<file path="config.mk">
export PLATFORM = sky130hd
export DESIGN_NAME = cpu_step_ctrl
export DESIGN_NICKNAME = d
export VERILOG_FILES = /design/src/rtl/onboard_pkg.sv /design/src/rtl/debounce_sync.sv /design/src/rtl/cpu_step_ctrl.sv
export SDC_FILE = /design/constraint.sdc
export NUM_CORES = 1
export LEC_CHECK = 0
export CAP_MARGIN = 0
export CORE_MARGIN = 2
export CORE_UTILIZATION = 53
export DETAILED_ROUTE_END_ITERATION = 7
export MAX_ROUTING_LAYER = met4
export PLACE_DENSITY = 0.76
export RECOVER_POWER = 50
export SETUP_SLACK_MARGIN = 0.05
export SKIP_LAST_GASP = 1
export SYNTH_ARGS = -nofsm -noshare
export SYNTH_HDL_FRONTEND = slang
export SYNTH_SLANG_ARGS = --single-unit
export TNS_END_PERCENT = 10
</file>
<file path="constraint.sdc">
create_clock -name CLK100MHZ -period 2.6 [get_ports CLK100MHZ]
set_input_delay 0.52 -clock CLK100MHZ [delete_from_list [all_inputs] [get_ports CLK100MHZ]]
set_output_delay 0.52 -clock CLK100MHZ [all_outputs]
set_load 0.02 [all_outputs]
</file>
<file path="src/rtl/onboard_pkg.sv">
// Shared types and defaults for the MIPS demo board control slice.
// Divider width helper sizes the run-mode counter for the larger period.
package onboard_pkg;

    typedef enum logic [1:0] {IDLE, STEP, RUN} step_state_t;

    localparam int DEBOUNCE_CYCLES_DEF = 1_000_000;
    localparam int FAST_DIV_DEF        = 62_500_000;
    localparam int SLOW_DIV_DEF        = 250_000_000;

    function automatic int DIV_W(input int fast_div, input int slow_div);
        int m;
        m = (fast_div > slow_div) ? fast_div : slow_div;
        return (m > 1) ? $clog2(m) : 1;
    endfunction

endpackage

</file>
<file path="src/rtl/debounce_sync.sv">
// Two-flop synchroniser followed by a stability counter; the level only
// follows the input once it has disagreed for DEBOUNCE_CYCLES straight cycles.
module debounce_sync
    import onboard_pkg::*;
#(
    parameter int DEBOUNCE_CYCLES = DEBOUNCE_CYCLES_DEF
) (
    input  logic clk,
    input  logic rst,
    input  logic i_d,
    output logic o_level
);

    localparam int CW = (DEBOUNCE_CYCLES > 1) ? $clog2(DEBOUNCE_CYCLES) : 1;
    localparam logic [CW-1:0] TC = CW'(DEBOUNCE_CYCLES - 1);

    logic [1:0]    r_sync;
    logic [CW-1:0] r_cnt;
    logic          r_level;

    always_ff @(posedge clk or posedge rst) begin
        if (rst) begin
            r_sync  <= '0;
            r_cnt   <= '0;
            r_level <= 1'b0;
        end else begin
            r_sync <= {r_sync[0], i_d};
            if (r_sync[1] == r_level) begin
                r_cnt <= '0;
            end else if (r_cnt == TC) begin
                r_level <= r_sync[1];
                r_cnt   <= '0;
            end else begin
                r_cnt <= r_cnt + CW'(1);
            end
        end
    end

    assign o_level = r_level;

endmodule

</file>
<file path="src/rtl/cpu_step_ctrl.sv">
// CPU clock-enable generator: free-run at one of two rates or single-step
// from a debounced push-button, all in the CLK100MHZ domain.
module cpu_step_ctrl
    import onboard_pkg::*;
#(
    parameter int DEBOUNCE_CYCLES = DEBOUNCE_CYCLES_DEF,
    parameter int FAST_DIV        = FAST_DIV_DEF,
    parameter int SLOW_DIV        = SLOW_DIV_DEF,
    parameter int CNT_W           = 16
) (
    input  logic             CLK100MHZ,
    input  logic             reset,
    input  logic             step_btn,
    input  logic             run_en,
    input  logic             quick,
    output logic             cpu_ce,
    output logic             running,
    output logic             btn_level,
    output logic [CNT_W-1:0] step_count
);

    localparam int DW = DIV_W(FAST_DIV, SLOW_DIV);
    localparam logic [DW-1:0] FAST_TC = DW'(FAST_DIV - 1);
    localparam logic [DW-1:0] SLOW_TC = DW'(SLOW_DIV - 1);

    logic [1:0]       r_run_sync;
    logic [1:0]       r_quick_sync;
    logic             r_quick_q;
    logic             r_level_q;
    step_state_t      r_state;
    step_state_t      w_state_nxt;
    logic [DW-1:0]    r_div;
    logic [DW-1:0]    w_div_nxt;
    logic             r_ce;
    logic             w_ce_nxt;
    logic [CNT_W-1:0] r_cnt;

    logic          w_btn_level;
    logic          w_s_run;
    logic          w_s_quick;
    logic          w_quick_chg;
    logic          w_step_req;
    logic [DW-1:0] w_tc;

    debounce_sync #(.DEBOUNCE_CYCLES(DEBOUNCE_CYCLES)) u_btn (
        .clk     (CLK100MHZ),
        .rst     (reset),
        .i_d     (step_btn),
        .o_level (w_btn_level)
    );

    assign w_s_run     = r_run_sync[1];
    assign w_s_quick   = r_quick_sync[1];
    assign w_quick_chg = w_s_quick ^ r_quick_q;
    assign w_step_req  = w_btn_level & ~r_level_q;
    assign w_tc        = w_s_quick ? FAST_TC : SLOW_TC;

    always_ff @(posedge CLK100MHZ or posedge reset) begin
        if (reset) begin
            r_run_sync   <= '0;
            r_quick_sync <= '0;
            r_quick_q    <= 1'b0;
            r_level_q    <= 1'b0;
            r_state      <= IDLE;
            r_div        <= '0;
            r_ce         <= 1'b0;
            r_cnt        <= '0;
        end else begin
            r_run_sync   <= {r_run_sync[0], run_en};
            r_quick_sync <= {r_quick_sync[0], quick};
            r_quick_q    <= w_s_quick;
            r_level_q    <= w_btn_level;
            r_state      <= w_state_nxt;
            r_div        <= w_div_nxt;
            r_ce         <= w_ce_nxt;
            if (r_ce) r_cnt <= r_cnt + CNT_W'(1);
        end
    end

    // IDLE: wait for run/step | STEP: one-shot enable | RUN: divided enable.
    // Leaving RUN or a rate change both outrank a coinciding terminal count.
    always_comb begin
        w_state_nxt = r_state;
        w_div_nxt   = r_div;
        w_ce_nxt    = 1'b0;
        case (r_state)
            IDLE: begin
                w_div_nxt = '0;
                if (w_s_run) begin
                    w_state_nxt = RUN;
                end else if (w_step_req) begin
                    w_state_nxt = STEP;
                    w_ce_nxt    = 1'b1;
                end
            end
            STEP: begin
                w_state_nxt = IDLE;
            end
            RUN: begin
                if (!w_s_run) begin
                    w_state_nxt = IDLE;
                    w_div_nxt   = '0;
                end else if (w_quick_chg) begin
                    w_div_nxt = '0;
                end else if (r_div == w_tc) begin
                    w_div_nxt = '0;
                    w_ce_nxt  = 1'b1;
                end else begin
                    w_div_nxt = r_div + DW'(1);
                end
            end
            default: begin
                w_state_nxt = IDLE;
                w_div_nxt   = '0;
            end
        endcase
    end

    assign cpu_ce     = r_ce;
    assign running    = (r_state == RUN);
    assign btn_level  = w_btn_level;
    assign step_count = r_cnt;

endmodule
</file>
==> results.py, run 1 <==
metrics = {
    "status": {
        "outcome": "complete, no violations",
    },
    "floorplan": {
        "chipWidth_microns": 86.90,
        "ioPinCount": 24,
        "core_area_sq_mm": 0.006719,
        "chipHeight_microns": 86.90,
        "die-area_sq_mm": 0.007552,
        "num_rows": 30,
        "start_util_pct": 54.21,
    },
    "drt": {
        "vias_per_cell": 5.615,
        "drc": 0,
        "wl_per_cell_microns": 14.75,
        "drt_first_pass_iters": 4,
        "ant_nets": 0,
        "wl_microns": 6902,
        "drt_iter0_drc": 223,
        "vias": 2628,
    },
    "grt": {
        "first_global_vias": 2561,
        "overflow": 0,
        "antenna_found_initial": 0,
        "grt_pass1_wl_microns": 12230,
        "grt.total_usage_pct": 21.42,
        "grt_max_degree": 33,
    },
    "pwr": {
        "finalPower_w": 0.002293,
        "power.density_mw_per_mm2": 545.0,
        "ir_drop_uv": 317.0,
        "p_leak_nw": 1.802,
    },
    "synth": {
        "yosysTopAreaCell": "dfrtp_1",
        "ys_ff_latch": 76,
        "synth_edf_count": 0,
        "yosysWarnings": 0,
        "avgSynthCellArea_sq_um": 10.44,
        "ys_seq_area_share_pct": 52.22,
        "ys_types": 46,
        "netlist_instances": 349,
        "dominantRegCellSynth": "dfrtp_1",
        "yosysTopAreaCellShare_pct": 52.22,
        "syn_nets": 357,
        "async_flop_share_pct": 100.0,
        "syn_area_sq_mm": 0.003642,
        "yosys-top-cells-area": "dfrtp_1 52%, xor2_1 7.2%, xnor2_1 6.0%",
    },
    "cells_and_area": {
        "drive_above_1_share_pct": 11.34,
        "diodes": 0,
        "stdcell_area_sq_mm": 0.004208,
        "synthToLayoutAreaGrowth_pct": 15.53,
        "nNetsFinal": 391,
        "layout_common_cells": "76 x dfrtp_1, 47 x nor2_1, 30 x xor2_1",
        "final_common_cell": "dfrtp_1",
        "utilization_pct": 62.63,
        "num-fill-cells": 514,
    },
    "placement": {
        "gp_congestion": 0.8793,
        "place_area_sq_mm": 0.003991,
        "port_buffers": 23,
        "post-dp-hpwl_microns": 4816,
    },
    "sta": {
        "min_period_ns": 2.431,
        "timing.setup.tns_ns": 0,
        "clock_skew_ns": 0.01475,
        "fin_crit_sh_pct": 93.50,
        "slew_viol_final": 0,
        "worst_pin_slew_ns": 0.9671,
        "setup_viol": 0,
        "maxSlewHeadroom_pct": 35.45,
        "rsz0062_at_grt": "false",
        "fmax_mhz": 411.3,
        "hold_viol_final": 0,
    },
    "critical_path": {
        "reg2reg_slack_ns": 0.17,
        "crit_required_ns": 2.84,
        "regToRegEndpoint": "r_div[10]$_DFFE_PP0P_",
        "crit_fanout": 6,
        "worstSetupStartpointType": "register",
        "r2r-start": "r_div[9]$_DFFE_PP0P_",
        "r2r.worst_path.cells": 6,
        "end_kind": "register",
        "path_class": "register to register",
        "cp.arrival_ns": 2.67,
    },
    "clock_network": {
        "numCtsBuffers": 9,
        "cts_root_buffer": "clkbuf_8",
        "insertion_delay_ns": 0.36,
        "clock_sinks": 76,
        "post_cts_resize_count": 0,
        "cts_tree": "yes",
        "cts_setup_buffers": 0,
        "ctsHtreeMaxLevel": 3,
        "cts_buffer_depth": 2,
        "ctsHoldBuffers": 0,
        "path_clk_slew_ns": 0.08,
    },
    "worst_hold_path": {
        "hold_depth": 0,
        "hold_class": "register to register",
        "whs_endpoint": "r_quick_sync[1]$_DFF_PP0_",
        "hold_start": "r_quick_sync[0]$_DFF_PP0_",
    },
    "flow_run": {
        "drv_cap": 0,
    },
}
## cell usage after synthesis, types with 2 or more instances
library cell	number
a21o_1	2
a22o_1	2
and2_1	3
and3_1	8
and4_1	4
buf_6	3
clkbuf_1	4
dfrtp_1	76
ha_1	3
inv_1	7
mux2_2	2
nand2_1	25
nand3_1	27
nand4_1	20
nand4b_1	3
nor2_1	47
nor2_2	6
nor2b_1	3
nor3_1	11
nor4_1	8
nor4b_1	2
nor4bb_1	2
o31ai_1	2
or2_2	3
or4_1	2
xnor2_1	25
xor2_1	30
## report_power, final
| part | total, W | switching, W | internal, W |
|---|---|---|---|
| Sequential | 0.00120 | 0.00000950 | 0.00119 |
| Clock | 0.00103 | 0.000474 | 0.000556 |
| Combinational | 0.0000625 | 0.0000443 | 0.0000182 |
| Total | 0.00229 | 0.000528 | 0.00177 |
## registers in the layout, summed over array words and instances, names as in the netlist
register / count
r_level_q: 1
r_quick_q: 1
r_quick_sync: 2
u_btn.r_sync: 2
r_state: 2
r_run_sync: 2
step_count: 16
r_div: 28
u_btn.o_level: 1
u_btn.r_cnt: 20
cpu_ce: 1
## critical path: stages (launching register included)
cell and delay [ns]:
dfrtp_1 0.44, or4b_1 0.53, or4b_4 0.54, a221oi_4 0.28, buf_4 0.20, nor2_2 0.05, a221o_1 0.29
## layout make-up
| cell class | instances | area, sq um | share of cell area (%) |
|---|---|---|---|
| Tap cell | 80 | 100.1 | 2.379 |
| Clock inverter | 7 | 103.9 | 2.468 |
| Clock buffer | 9 | 123.9 | 2.944 |
| Multi-Input combinational cell | 258 | 1667 | 39.61 |
| Inverter | 7 | 26.28 | 0.6244 |
| Sequential cell | 76 | 1902 | 45.20 |
| Timing Repair Buffer | 31 | 285.3 | 6.780 |
## metal layers
layer	vias to the layer above	share of wire, %	global-route usage (%)
met1	1278	48	29.71
met3	16	2.7	3.791
li1	1288	-	-
met5	-	0	-
met4	0	2.4	11.36
met2	46	47	30.05
## how the worst max path moves through the flow
stage                               from               endpoint  slack (ns)  cells past startpoint
finish              r_div[9]$_DFFE_PP0P_  r_div[10]$_DFFE_PP0P_        0.17                      6
global route        r_div[9]$_DFFE_PP0P_  r_div[10]$_DFFE_PP0P_        0.08                      6
CTS                 r_div[9]$_DFFE_PP0P_  r_div[15]$_DFFE_PP0P_        0.13                      5
detailed placement  r_div[9]$_DFFE_PP0P_  r_div[15]$_DFFE_PP0P_        0.13                      5
global placement    r_div[9]$_DFFE_PP0P_  r_div[15]$_DFFE_PP0P_        0.22                      5
floorplan                          reset       cpu_ce$_DFF_PP0_        0.14                      1
## metrics by stage
step	hold WS [ns]	setup slack, ns	cells
after floorplan	0.3312	0.1417	349
after global placement	0.3334	0.2212	452
after detailed placement	0.3347	0.1350	452
after CTS	0.3548	0.1333	468
after global routing	0.3667	0.08201	468
final	0.3529	0.1689	468
## cell families after synthesis
family          after synthesis  share of synthesized area, %
simple gates                183                         26.83
compound gates               15                         3.882
flops                        76                         52.22
fa+ha+maj                     3                         1.031
xor+xnor                     55                         13.23
buf+inv                      15                         2.198
mux                           2                        0.6183
(Power assumes the default switching activity.)
==> inputs of run 2 (changes only) <==
PLACE_DENSITY = 0.75   (was 0.76)
SLEW_MARGIN = 5   (was default)
SYNTH_HIERARCHICAL = 1   (was default)
==> run 2 against run 1 <==
Effect of this change:
- non-clock buffer count grew 5
- clock-buffer cell count grew 1
- clock skew shrank 0.0072 ns
- combinational power grew 30%
- first-iteration DRC count shrank 20%
- routed wire length grew 15%
- area after synthesis grew 6.5%
- sequential power is essentially flat
- setup slack gained 0.17 ns
- critical endpoint is now r_div[15]$_DFFE_PP0P_
==> results.py, run 2 <==
metrics = {
    "status": {
        "outcome": "complete, no violations",
    },
    "cells_and_area": {
        "num-fill-cells": 587,
        "final_common_cell": "dfrtp_1",
        "largest_reg_flops": 28,
        "utilization_pct": 61.64,
        "stdcell_area_sq_mm": 0.004423,
        "synthToLayoutAreaGrowth_pct": 14.00,
        "drive_above_1_share_pct": 9.716,
        "top_register": "r_div",
        "diodes": 0,
        "stdcell_count": 521,
        "nNetsFinal": 426,
        "multi_input_area_sq_mm": 0.001864,
        "layout_common_cells": "76 x dfrtp_1, 38 x nand2_1, 33 x nor2_1",
        "regArea_sq_mm": 0.001902,
    },
    "synth": {
        "yosysTopAreaCell": "dfrtp_1",
        "ys_ff_latch": 76,
        "yosysTopAreaCellShare_pct": 49.02,
        "muxShareOfSynthArea_pct": 1.354,
        "synth_top_family_by_area": "simple AND/OR/NAND/NOR gates",
        "ys_types": 55,
        "post_synth_xor_area_fraction_pct": 7.223,
        "dominantRegCellSynth": "dfrtp_1",
        "synth_adder_area_share_pct": 0.9674,
        "ys_seq_area_share_pct": 49.02,
        "netlist_instances": 386,
        "synth_compound_area_share_pct": 9.610,
        "syn_area_sq_mm": 0.003880,
        "async_flop_share_pct": 100.0,
        "avgSynthCellArea_sq_um": 10.05,
        "yosys-top-cells-area": "dfrtp_1 49%, xnor2_1 5.0%, nand4_1 4.7%",
        "synth_edf_count": 0,
        "yosys.area_share.simple_pct": 28.89,
        "yosysWarnings": 6,
        "syn_nets": 394,
        "ys_top_cells_by_count": "76 x dfrtp_1, 38 x nand2_1, 33 x nor2_1, 29 x nand3_1, 29 x nand4_1",
        "yosysMostFrequentCell": "dfrtp_1",
    },
    "grt": {
        "grt_max_degree": 34,
        "grt.total_usage_pct": 22.76,
        "grt_pass1_wl_microns": 13590,
        "overflow": 0,
        "first_global_vias": 2937,
        "antenna_found_initial": 0,
    },
    "clock_network": {
        "post_cts_resize_count": 0,
        "cts_setup_buffers": 0,
        "ctsHoldBuffers": 0,
        "cts_tree": "yes",
        "insertion_delay_ns": 0.34,
        "clock_sinks": 76,
        "cts_root_buffer": "clkbuf_8",
        "cts_buffer_depth": 2,
        "path_clk_slew_ns": 0.07,
        "numCtsBuffers": 9,
        "ctsHtreeMaxLevel": 3,
    },
    "drt": {
        "drt_first_pass_iters": 4,
        "wl_per_cell_microns": 15.17,
        "vias": 3092,
        "vias_per_cell": 5.935,
        "drt_iter0_drc": 179,
        "drc": 0,
        "wl_microns": 7904,
        "ant_nets": 0,
    },
    "sta": {
        "setup_viol": 0,
        "worst_pin_slew_ns": 0.8251,
        "timing.setup.tns_ns": 0,
        "clock_skew_ns": 0.007516,
        "maxSlewHeadroom_pct": 44.99,
        "fmax_mhz": 441.9,
        "hold_viol_final": 0,
        "slew_viol_final": 0,
        "min_period_ns": 2.263,
        "fin_crit_sh_pct": 87.03,
        "rsz0062_at_grt": "false",
    },
    "floorplan": {
        "start_util_pct": 54.07,
        "chipHeight_microns": 89.56,
        "core_area_sq_mm": 0.007176,
        "ioPinCount": 24,
        "die-area_sq_mm": 0.008021,
        "num_rows": 31,
        "chipWidth_microns": 89.56,
    },
    "critical_path": {
        "crit_fanout": 17,
        "critPathBufInv": 0,
        "slowest_stage": "dfrtp_1",
        "end_kind": "register",
        "r2r.worst_path.cells": 6,
        "r2r-start": "r_div[0]$_DFFE_PP0P_",
        "cpPeakStageDelay_ns": 0.42,
        "reg2reg_slack_ns": 0.34,
        "path_depth": 6,
        "crit_required_ns": 2.83,
        "worstSetupStartpointType": "register",
        "regToRegEndpoint": "r_div[15]$_DFFE_PP0P_",
        "path_cells": "ha_1 > nand4_1 > nor3_1 > o2111ai_4 > and4b_1 > a221o_1",
        "critPathTopFamily": "simple AND/OR/NAND/NOR gates",
        "cp.arrival_ns": 2.50,
        "path_class": "register to register",
    },
    "worst_hold_path": {
        "hold_start": "r_run_sync[0]$_DFF_PP0_",
        "whs_endpoint": "r_run_sync[1]$_DFF_PP0_",
        "hold_depth": 0,
        "hold_class": "register to register",
    },
    "placement": {
        "post-dp-hpwl_microns": 5671,
        "gp_congestion": 0.8538,
        "port_buffers": 23,
        "place_area_sq_mm": 0.004275,
        "placed_cells_incl_taps": 506,
    },
    "pwr": {
        "p_leak_nw": 1.802,
        "finalPower_w": 0.002045,
        "ir_drop_uv": 390.6,
        "power.density_mw_per_mm2": 462.4,
    },
    "flow_run": {
        "drv_cap": 0,
    },
}
[run 2: changes by cell type after synthesis, moves of 8 or more]
cell     delta
xor2_1     -20
nand4_1     +9
a31oi_1    +10
nor2_1     -14
nand2_1    +13
or3_1       +8
[run 2: cell families after synthesis]
family,after synthesis
fa+ha+maj,3
flops,76
compound gates,49
mux,5
xor+xnor,32
simple gates,194
buf+inv,27
[run 2: layout make-up]
type / count / share of cell area (%)
clock buffer: 10 / 3.112
sequential: 76 / 43.00
tap: 99 / 2.801
multi-input combinational: 283 / 42.15
timing repair buffer: 36 / 7.270
inverter: 12 / 1.018
clock inverter: 5 / 0.6506
[run 2: stage by stage]
stage	hold WS [ns]	setup slack, ns
2_1_floorplan	0.3312	0.6096
3_3_place_gp	0.3311	0.4208
3_5_place_dp	0.3358	0.3479
4_1_cts	0.3548	0.3439
5_1_grt	0.3599	0.1822
6_report	0.3504	0.3372
[run 2: how the worst max path moves through the flow]
| stage | from | end | slack, ns |
|---|---|---|---|
| 2_1_floorplan | r_div[12]$_DFFE_PP0P_ | r_div[15]$_DFFE_PP0P_ | 0.61 |
| 3_3_place_gp | r_div[12]$_DFFE_PP0P_ | r_div[15]$_DFFE_PP0P_ | 0.42 |
| 3_5_place_dp | r_div[12]$_DFFE_PP0P_ | r_div[15]$_DFFE_PP0P_ | 0.35 |
| 4_1_cts | r_div[12]$_DFFE_PP0P_ | r_div[15]$_DFFE_PP0P_ | 0.34 |
| 5_1_grt | reset | r_div[16]$_DFFE_PP0P_ | 0.18 |
| 6_report | r_div[0]$_DFFE_PP0P_ | r_div[15]$_DFFE_PP0P_ | 0.34 |
[run 2: power by group]
part	switching, W	internal [W]	total (W)
registers	0.00000965	0.00119	0.00120
clock network	0.000400	0.000362	0.000762
logic	0.0000546	0.0000266	0.0000812
[run 2: layer usage]
layer  routed length [microns]  track usage (%)  up-vias
li1                          -                -     1506
met1                      3535            29.00     1518
met2                      3988            35.90       61
met3                       292            6.002        7
met4                        89            6.513        0
met5                         0                -        -
